**src/rtl/product_alignment_sequencer_if.sv**
```systemverilog
// Handshake/data bundle for product_alignment_sequencer.
//   master : upstream operand source plus downstream consumer (drives in_valid,
//            operands, out_ready; observes in_ready and aligned results)
//   slave  : the alignment sequencer itself
// Operand fields: prod_sig/prod_sign/shamt_ab (9 packed terms), c_sig/c_sign/
// shamt_c (addend), exp1 (result exponent).
// Result fields: aln_prod/sticky_prod (9 terms), aln_c/sticky_c, sign_out, exp_out.
interface product_alignment_sequencer_if #(
  parameter int unsigned SIG_WIDTH   = 23,
  parameter int unsigned EXP_WIDTH   = 8,
  parameter int unsigned SHAMT_WIDTH = 9
);
  localparam int unsigned PROD_WIDTH = 2 * (SIG_WIDTH + 1);
  localparam int unsigned PALN_WIDTH = PROD_WIDTH + 2;
  localparam int unsigned CALN_WIDTH = 3 * SIG_WIDTH + 9;

  logic                     in_valid;
  logic                     in_ready;
  logic [9*PROD_WIDTH-1:0]  prod_sig;
  logic [8:0]               prod_sign;
  logic [9*SHAMT_WIDTH-1:0] shamt_ab;
  logic [SIG_WIDTH:0]       c_sig;
  logic                     c_sign;
  logic [SHAMT_WIDTH-1:0]   shamt_c;
  logic [EXP_WIDTH-1:0]     exp1;

  logic                     out_valid;
  logic                     out_ready;
  logic [9*PALN_WIDTH-1:0]  aln_prod;
  logic [8:0]               sticky_prod;
  logic [CALN_WIDTH-1:0]    aln_c;
  logic                     sticky_c;
  logic [9:0]               sign_out;
  logic [EXP_WIDTH-1:0]     exp_out;

  modport master (
    output in_valid, prod_sig, prod_sign, shamt_ab, c_sig, c_sign, shamt_c, exp1,
    output out_ready,
    input  in_ready, out_valid, aln_prod, sticky_prod, aln_c, sticky_c,
    input  sign_out, exp_out
  );

  modport slave (
    input  in_valid, prod_sig, prod_sign, shamt_ab, c_sig, c_sign, shamt_c, exp1,
    input  out_ready,
    output in_ready, out_valid, aln_prod, sticky_prod, aln_c, sticky_c,
    output sign_out, exp_out
  );
endinterface

```
**src/rtl/product_alignment_sequencer.sv**
```systemverilog
// Alignment stage of the 9-term dot-product FMA datapath. Right-shifts each of
// the nine product significands (with guard/round LSBs appended) and the addend
// significand by its per-term shift amount, producing a sticky bit per term.
// A single barrel shifter is reused over 10 cycles (products 0..8, then addend).
// Ports:
//   clk, rst : clock, synchronous active-high reset
//   io       : operand/result bundle (slave side), valid/ready on both ends
module product_alignment_sequencer #(
  parameter int unsigned SIG_WIDTH   = 23,
  parameter int unsigned EXP_WIDTH   = 8,
  parameter int unsigned SHAMT_WIDTH = 9,
  parameter int unsigned PROD_WIDTH  = 2 * (SIG_WIDTH + 1),
  parameter int unsigned PALN_WIDTH  = PROD_WIDTH + 2,
  parameter int unsigned CALN_WIDTH  = 3 * SIG_WIDTH + 9
) (
  input  logic                            clk,
  input  logic                            rst,
  product_alignment_sequencer_if.slave    io
);
  localparam int unsigned NTERM    = 9;
  localparam logic [3:0]  LAST_IDX = 4'd9;

  typedef enum logic [1:0] {IDLE, SHIFT, DONE} state_e;

  state_e state_q, state_d;

  logic [3:0]               idx_q, idx_d;
  logic [9*PROD_WIDTH-1:0]  prod_q, prod_d;
  logic [9*SHAMT_WIDTH-1:0] shamt_ab_q, shamt_ab_d;
  logic [SIG_WIDTH:0]       c_q, c_d;
  logic [SHAMT_WIDTH-1:0]   shamt_c_q, shamt_c_d;

  logic                     out_valid_q, out_valid_d;
  logic [9*PALN_WIDTH-1:0]  aln_prod_q, aln_prod_d;
  logic [8:0]               sticky_prod_q, sticky_prod_d;
  logic [CALN_WIDTH-1:0]    aln_c_q, aln_c_d;
  logic                     sticky_c_q, sticky_c_d;
  logic [9:0]               sign_q, sign_d;
  logic [EXP_WIDTH-1:0]     exp_q, exp_d;

  logic in_ready, accept, shift_en, last_entry;

  logic [CALN_WIDTH-1:0]  sh_src, sh_res, sh_mask;
  logic [SHAMT_WIDTH-1:0] sh_amt;
  logic                   sh_sticky;

  // State register
  always_ff @(posedge clk) begin
    if (rst) state_q <= IDLE;
    else     state_q <= state_d;
  end

  // Next-state logic
  always_comb begin
    state_d = state_q;
    unique case (state_q)
      IDLE:    if (io.in_valid) state_d = SHIFT;
      SHIFT:   if (idx_q == LAST_IDX) state_d = DONE;
      DONE:    if (io.out_ready) state_d = io.in_valid ? SHIFT : IDLE;
      default: state_d = IDLE;
    endcase
  end

  // FSM outputs
  always_comb begin
    in_ready   = ~rst & ((state_q == IDLE) | ((state_q == DONE) & io.out_ready));
    accept     = io.in_valid & in_ready;
    shift_en   = (state_q == SHIFT);
    last_entry = shift_en & (idx_q == LAST_IDX);
  end

  // Shared shifter. Products sit zero-extended in the low PALN_WIDTH bits of the
  // CALN_WIDTH field, so one mask-based sticky covers both field widths and any
  // shift at or beyond the field width yields zero with sticky = OR of source.
  always_comb begin
    sh_src = '0;
    sh_amt = '0;
    if (idx_q == LAST_IDX) begin
      sh_src = {c_q, {(CALN_WIDTH - SIG_WIDTH - 1){1'b0}}};
      sh_amt = shamt_c_q;
    end else begin
      for (int unsigned i = 0; i < NTERM; i++) begin
        if (idx_q == 4'(i)) begin
          sh_src[PALN_WIDTH-1:0] = {prod_q[i*PROD_WIDTH +: PROD_WIDTH], 2'b00};
          sh_amt                 = shamt_ab_q[i*SHAMT_WIDTH +: SHAMT_WIDTH];
        end
      end
    end
    sh_res    = sh_src >> sh_amt;
    sh_mask   = ~({CALN_WIDTH{1'b1}} << sh_amt);
    sh_sticky = |(sh_src & sh_mask);
  end

  // Datapath next-state
  always_comb begin
    idx_d         = idx_q;
    prod_d        = prod_q;
    shamt_ab_d    = shamt_ab_q;
    c_d           = c_q;
    shamt_c_d     = shamt_c_q;
    out_valid_d   = out_valid_q;
    aln_prod_d    = aln_prod_q;
    sticky_prod_d = sticky_prod_q;
    aln_c_d       = aln_c_q;
    sticky_c_d    = sticky_c_q;
    sign_d        = sign_q;
    exp_d         = exp_q;

    if (accept) begin
      idx_d       = '0;
      prod_d      = io.prod_sig;
      shamt_ab_d  = io.shamt_ab;
      c_d         = io.c_sig;
      shamt_c_d   = io.shamt_c;
      sign_d      = {io.c_sign, io.prod_sign};
      exp_d       = io.exp1;
      out_valid_d = 1'b0;
    end else if ((state_q == DONE) && io.out_ready) begin
      out_valid_d = 1'b0;
    end

    if (shift_en) begin
      idx_d = idx_q + 4'd1;
      for (int unsigned i = 0; i < NTERM; i++) begin
        if (idx_q == 4'(i)) begin
          aln_prod_d[i*PALN_WIDTH +: PALN_WIDTH] = sh_res[PALN_WIDTH-1:0];
          sticky_prod_d[i]                       = sh_sticky;
        end
      end
      if (last_entry) begin
        aln_c_d     = sh_res;
        sticky_c_d  = sh_sticky;
        out_valid_d = 1'b1;
      end
    end
  end

  always_ff @(posedge clk) begin
    if (rst) begin
      idx_q         <= '0;
      prod_q        <= '0;
      shamt_ab_q    <= '0;
      c_q           <= '0;
      shamt_c_q     <= '0;
      out_valid_q   <= 1'b0;
      aln_prod_q    <= '0;
      sticky_prod_q <= '0;
      aln_c_q       <= '0;
      sticky_c_q    <= 1'b0;
      sign_q        <= '0;
      exp_q         <= '0;
    end else begin
      idx_q         <= idx_d;
      prod_q        <= prod_d;
      shamt_ab_q    <= shamt_ab_d;
      c_q           <= c_d;
      shamt_c_q     <= shamt_c_d;
      out_valid_q   <= out_valid_d;
      aln_prod_q    <= aln_prod_d;
      sticky_prod_q <= sticky_prod_d;
      aln_c_q       <= aln_c_d;
      sticky_c_q    <= sticky_c_d;
      sign_q        <= sign_d;
      exp_q         <= exp_d;
    end
  end

  assign io.in_ready    = in_ready;
  assign io.out_valid   = out_valid_q;
  assign io.aln_prod    = aln_prod_q;
  assign io.sticky_prod = sticky_prod_q;
  assign io.aln_c       = aln_c_q;
  assign io.sticky_c    = sticky_c_q;
  assign io.sign_out    = sign_q;
  assign io.exp_out     = exp_q;
endmodule

```
**src/flat_wrapper.sv**
```systemverilog
// flat-port wrapper written by rule: the top's interface ports become plain ports
module product_alignment_sequencer_flat 
#(
  parameter int unsigned SIG_WIDTH   = 23,
  parameter int unsigned EXP_WIDTH   = 8,
  parameter int unsigned SHAMT_WIDTH = 9,
  parameter int unsigned PROD_WIDTH  = 2 * (SIG_WIDTH + 1),
  parameter int unsigned PALN_WIDTH  = PROD_WIDTH + 2,
  parameter int unsigned CALN_WIDTH  = 3 * SIG_WIDTH + 9
)
  (clk, rst, io_in_valid, io_prod_sig, io_prod_sign, io_shamt_ab, io_c_sig, io_c_sign, io_shamt_c, io_exp1, io_out_ready, io_in_ready, io_out_valid, io_aln_prod, io_sticky_prod, io_aln_c, io_sticky_c, io_sign_out, io_exp_out);
  product_alignment_sequencer_if #(.SIG_WIDTH(SIG_WIDTH), .EXP_WIDTH(EXP_WIDTH), .SHAMT_WIDTH(SHAMT_WIDTH)) io_i ();
  input  logic clk;
  input  logic rst;
  input wire logic [$bits(io_i.in_valid)-1:0] io_in_valid;
  input wire logic [$bits(io_i.prod_sig)-1:0] io_prod_sig;
  input wire logic [$bits(io_i.prod_sign)-1:0] io_prod_sign;
  input wire logic [$bits(io_i.shamt_ab)-1:0] io_shamt_ab;
  input wire logic [$bits(io_i.c_sig)-1:0] io_c_sig;
  input wire logic [$bits(io_i.c_sign)-1:0] io_c_sign;
  input wire logic [$bits(io_i.shamt_c)-1:0] io_shamt_c;
  input wire logic [$bits(io_i.exp1)-1:0] io_exp1;
  input wire logic [$bits(io_i.out_ready)-1:0] io_out_ready;
  output wire logic [$bits(io_i.in_ready)-1:0] io_in_ready;
  output wire logic [$bits(io_i.out_valid)-1:0] io_out_valid;
  output wire logic [$bits(io_i.aln_prod)-1:0] io_aln_prod;
  output wire logic [$bits(io_i.sticky_prod)-1:0] io_sticky_prod;
  output wire logic [$bits(io_i.aln_c)-1:0] io_aln_c;
  output wire logic [$bits(io_i.sticky_c)-1:0] io_sticky_c;
  output wire logic [$bits(io_i.sign_out)-1:0] io_sign_out;
  output wire logic [$bits(io_i.exp_out)-1:0] io_exp_out;
  assign io_i.in_valid = io_in_valid;
  assign io_i.prod_sig = io_prod_sig;
  assign io_i.prod_sign = io_prod_sign;
  assign io_i.shamt_ab = io_shamt_ab;
  assign io_i.c_sig = io_c_sig;
  assign io_i.c_sign = io_c_sign;
  assign io_i.shamt_c = io_shamt_c;
  assign io_i.exp1 = io_exp1;
  assign io_i.out_ready = io_out_ready;
  assign io_in_ready = io_i.in_ready;
  assign io_out_valid = io_i.out_valid;
  assign io_aln_prod = io_i.aln_prod;
  assign io_sticky_prod = io_i.sticky_prod;
  assign io_aln_c = io_i.aln_c;
  assign io_sticky_c = io_i.sticky_c;
  assign io_sign_out = io_i.sign_out;
  assign io_exp_out = io_i.exp_out;
  product_alignment_sequencer #(.SIG_WIDTH(SIG_WIDTH), .EXP_WIDTH(EXP_WIDTH), .SHAMT_WIDTH(SHAMT_WIDTH), .PROD_WIDTH(PROD_WIDTH), .PALN_WIDTH(PALN_WIDTH), .CALN_WIDTH(CALN_WIDTH)) u_core (.clk(clk), .rst(rst), .io(io_i));
endmodule
```
**config.mk**
```make
export PLATFORM = sky130hd
export DESIGN_NAME = product_alignment_sequencer_flat
export DESIGN_NICKNAME = d
export VERILOG_FILES = /design/src/rtl/product_alignment_sequencer_if.sv /design/src/rtl/product_alignment_sequencer.sv /design/src/flat_wrapper.sv
export SDC_FILE = /design/constraint.sdc
export NUM_CORES = 2
export LEC_CHECK = 0
export ABC_AREA = 1
export BUFFER_PORTS_ARGS = -buffer_cell sky130_fd_sc_hd__buf_2
export CORE_AREA = 4 4 442 444
export CTS_CLUSTER_DIAMETER = 50
export DETAILED_ROUTE_END_ITERATION = 10
export DIE_AREA = 0 0 446 448
export PLACE_DENSITY = 0.49
export SLEW_MARGIN = 20
export SYNTH_ARGS = -nofsm -noshare
export SYNTH_HDL_FRONTEND = slang
export SYNTH_SLANG_ARGS = --single-unit
```
**constraint.sdc**
```tcl
create_clock -name clk -period 3 [get_ports clk]
set_input_delay 0.15 -clock clk [delete_from_list [all_inputs] [get_ports clk]]
set_output_delay 0.15 -clock clk [all_outputs]
set_load 0.05 [all_outputs]
```
==> insert_results.sql <==
INSERT INTO impl_metrics (metric_group, metric, value, unit) VALUES
('worst_hold_path', 'holdCritStartpoint', 'io_prod_sig[194]', ''),
('run_status', 'failing_checks', 'setup timing', ''),
('grt', 'pin_count_of_the_biggest_net_entering_global_routing', '207', ''),
('timing', 'fin_skew', '0.0920', 'ns'),
('grt', 'wire_length_of_the_first_global_routing_pass', '416000', 'um'),
('cells_and_area', 'final_layout_size_suffix_gt1_share', '31.6', '%'),
('grt', 'antenna_found_initial', '42', ''),
('setup_path', 'timing.setup.critical_path_class', 'reg -> reg', ''),
('cells_and_area', 'synthToLayoutAreaGrowth', '62.5', '%'),
('setup_path', 'worstSetupEndpointType', 'flop', ''),
('clock_tree', 'clock_insertion_delay_worst_skew', '0.84', 'ns'),
('timing', 'worst-slew-pin-transition', '0.983', 'ns'),
('power', 'irDropWorstVdd', '0.000469', 'V'),
('grt', 'globalRouteTotalUtil', '28.1', '%'),
('setup_path', 'cpPeakStageDelay', '0.34', 'ns'),
('die', 'design.core.area', '192000', 'um2'),
('grt', 'grt_pass1_vias', '60200', ''),
('timing', 'timing.final.crit_period', '3.73', 'ns'),
('setup_path', 'critPathMaxFanout', '7', ''),
('routing', 'post-route-drc-count', '0', ''),
('placement', 'dp_slack', '-1.18', 'ns'),
('clock_tree', 'cts_htree_levels', '4', ''),
('timing', 'finalHoldViolCount', '0', ''),
('logic_synthesis', 'synth_area', '52800', 'um2'),
('setup_path', 'timing.critical_path.from_type', 'flop', ''),
('setup_path', 'rr_startpoint', 'u_core.idx_q[2]', ''),
('logic_synthesis', 'synth-seq-area-share', '42.1', '%'),
('routing', 'dr_total_vias', '64500', ''),
('routing', 'antenna_violating_nets_post_route', '0', ''),
('worst_hold_path', 'min-delay-path-class', 'in -> reg', ''),
('die', 'die-area', '200000', 'um2'),
('routing', 'detail_route.vias_per_cell', '5.05', ''),
('power', 'power_density_over_cell_area', '561', 'nW/um2'),
('die', 'initial_utilization', '27.5', '%'),
('routing', 'detailedRoute.firstPassIterationCount', '6', ''),
('logic_synthesis', 'synthesis.yosys.warnings', '0', ''),
('cells_and_area', 'layout_commonest_cell', 'sky130_fd_sc_hd__nand2_1', ''),
('timing', 'postLayoutSetupSlackWorst', '-0.733', 'ns'),
('placement', 'place.gp.congestion', '0.981', ''),
('run_status', 'run_status', 'finished, violations left', ''),
('timing', 'rsz0062_at_grt', 'true', ''),
('clock_tree', 'cts_buffer_depth', '3', ''),
('timing', 'max_slew_headroom', '34.5', '%'),
('timing', 'timing.final.max_slew_violations', '0', ''),
('routing', 'wirelength', '308000', 'um'),
('clock_tree', 'clock-root-buffer', 'sky130_fd_sc_hd__clkbuf_16', ''),
('setup_path', 'worst-r2r-setup-slack', '-0.73', 'ns'),
('placement', 'number_of_buffer_cells_added_on_primary_ports', '1125', ''),
('cells_and_area', 'final.fill_count', '19100', ''),
('die', 'horizontal_die_dimension', '446', 'um'),
('die', 'num_rows', '161', ''),
('cells_and_area', 'final_nets', '10700', ''),
('timing', 'final_cycle_share', '124', '%'),
('grt', 'global_route.overflow_total', '0', ''),
('power', 'leakagePower', '38.9', 'nW'),
('job', 'maxCapViolations', '0', ''),
('timing', 'fmaxAchievable', '0.268', 'GHz'),
('logic_synthesis', 'syn-mean-instance-area', '6.64', 'um2'),
('setup_path', 'cpMaxStageDelayCell', 'sky130_fd_sc_hd__dfxtp_2', ''),
('logic_synthesis', 'number_of_enable_flip_flop_cells_after_synthesis', '0', ''),
('die', 'die_height', '448', 'um'),
('worst_hold_path', 'worst_hold_endpoint', 'u_core.prod_q[194]', ''),
('placement', 'dpl.hpwl', '220000', 'um'),
('logic_synthesis', 'postSynthCellCount', '7939', ''),
('logic_synthesis', 'synth_seq_cells', '1109', ''),
('timing', 'setup-violations-final', '537', ''),
('logic_synthesis', 'synth-main-ff-cell', 'sky130_fd_sc_hd__dfxtp_1', ''),
('clock_tree', 'cts_buffers', '147', ''),
('cells_and_area', 'commonest_cells_after_routing_fill_and_taps_aside', 'sky130_fd_sc_hd__nand2_1, sky130_fd_sc_hd__buf_2, sky130_fd_sc_hd__dfxtp_1, sky130_fd_sc_hd__a21oi_1, sky130_fd_sc_hd__inv_1', ''),
('clock_tree', 'cts.reportedPaths.clkPinSlew', '0.06', 'ns'),
('power', 'finalPower', '48.0', 'mW');
[how the worst max path moves through the flow]
stage                     from                  endpoint  slack, ns  cells past startpoint
2_1_floorplan  u_core.idx_q[1]   u_core.io.aln_prod[386]      0.004                     22
3_5_place_dp   u_core.idx_q[0]   u_core.io.aln_prod[348]      -1.18                     26
5_1_grt        u_core.idx_q[2]  u_core.io.sticky_prod[7]      -0.90                     29
6_report       u_core.idx_q[2]  u_core.io.sticky_prod[2]      -0.73                     29
3_3_place_gp   u_core.idx_q[1]   u_core.io.aln_prod[298]      -1.21                     25
4_1_cts        u_core.idx_q[1]  u_core.io.sticky_prod[5]      -0.85                     28
[Yosys cell counts, types with 19 or more instances]
master / count / area, um2
sky130_fd_sc_hd__nand3_1: 1130 / 5660
sky130_fd_sc_hd__nand2_2: 21 / 131
sky130_fd_sc_hd__a21oi_2: 21 / 184
sky130_fd_sc_hd__dfxtp_1: 1109 / 22200
sky130_fd_sc_hd__o21ai_0: 627 / 3140
sky130_fd_sc_hd__nor2_1: 766 / 2880
sky130_fd_sc_hd__a21oi_1: 874 / 4370
sky130_fd_sc_hd__buf_2: 87 / 435
sky130_fd_sc_hd__o211ai_1: 84 / 631
sky130_fd_sc_hd__nand4_1: 72 / 450
sky130_fd_sc_hd__inv_2: 20 / 75.1
sky130_fd_sc_hd__buf_1: 30 / 113
sky130_fd_sc_hd__nand2_1: 1662 / 6240
sky130_fd_sc_hd__buf_4: 19 / 143
sky130_fd_sc_hd__inv_1: 789 / 2960
sky130_fd_sc_hd__o21ai_1: 40 / 200
sky130_fd_sc_hd__clkbuf_1: 460 / 1730
sky130_fd_sc_hd__nand3_2: 30 / 300
[through the flow]
stage	cells	utilization [%]	hold slack, ns	cell area (um2)
2_1_floorplan	7939	-	0.318	52800
3_3_place_gp	11600	34.4	0.426	65900
3_5_place_dp	11600	34.4	0.429	65900
4_1_cts	12600	41.0	0.0703	78500
5_1_grt	12800	44.7	0.0989	85700
6_report	12800	44.7	0.137	85700
[report_power, final]
| group | switching (mW) | internal (mW) | leakage, nW |
|---|---|---|---|
| sequential | 0.275 | 15.3 | 9.02 |
| combinational | 8.50 | 5.41 | 27.3 |
| clock | 7.44 | 11.1 | 2.49 |
| total | 16.2 | 31.8 | 38.9 |
[timing repair]
item	in CTS	in global routing
resized for setup	134	1231
pin swaps	13	219
buffers inserted	7	93
hold buffers	687	0
cloned	1	54
endpoints found under the hold margin	587	0
endpoints found under the setup margin	538	544
[flip-flops by register name (all words and copies together) (netlist names), 2 cells and up]
name and count:
u_core.io.exp_out 8, u_core.io.aln_prod 450, u_core.c_q 24, u_core.io.sign_out 10
u_core.idx_q 4, u_core.shamt_c_q 9, u_core.io.aln_c 78, u_core.shamt_ab_q 81
u_core.prod_q 432, u_core.io.sticky_prod 9, u_core.state_q 2
[area by class of cell]
cell class                      count  area [um2]  share of cell area (%)
Clock inverter                     63         956                    1.12
Inverter                          812        3130                    3.66
Sequential cell                  1109       22200                    25.9
Tap cell                         2526        3160                    3.69
Timing Repair Buffer             2596       21800                    25.4
Antenna cell                       41         103                   0.120
Multi-Input combinational cell   5417       30200                    35.2
Clock buffer                      202        4190                    4.88
[critical path: cells and delay by family, from the launching register on]
| family | cells | cell delay [ns] |
|---|---|---|
| and+or+nand+nor | 21 | 2.28 |
| AOI/OAI and AO/OA | 2 | 0.17 |
| DFF | 1 | 0.34 |
| buffers and inverters | 6 | 0.78 |
[kinds of logic after synthesis]
| family | after synthesis | synth area share [%] |
|---|---|---|
| and+or+nand+nor | 3721 | 30.3 |
| adders and majority gates | 4 | 0.0949 |
| DFF | 1109 | 42.1 |
| muxes | 3 | 0.0569 |
| AOI/OAI and AO/OA | 1684 | 16.8 |
| buffers and inverters | 1418 | 10.6 |
[per-layer routing]
layer / global-route usage [%] / wire length [um]
met5: 0 / 35
met4: 15.7 / 19200
met3: 4.17 / 20400
met2: 44.6 / 138000
met1: 36.7 / 131000
No activity file was read; power rests on OpenSTA's default activity.
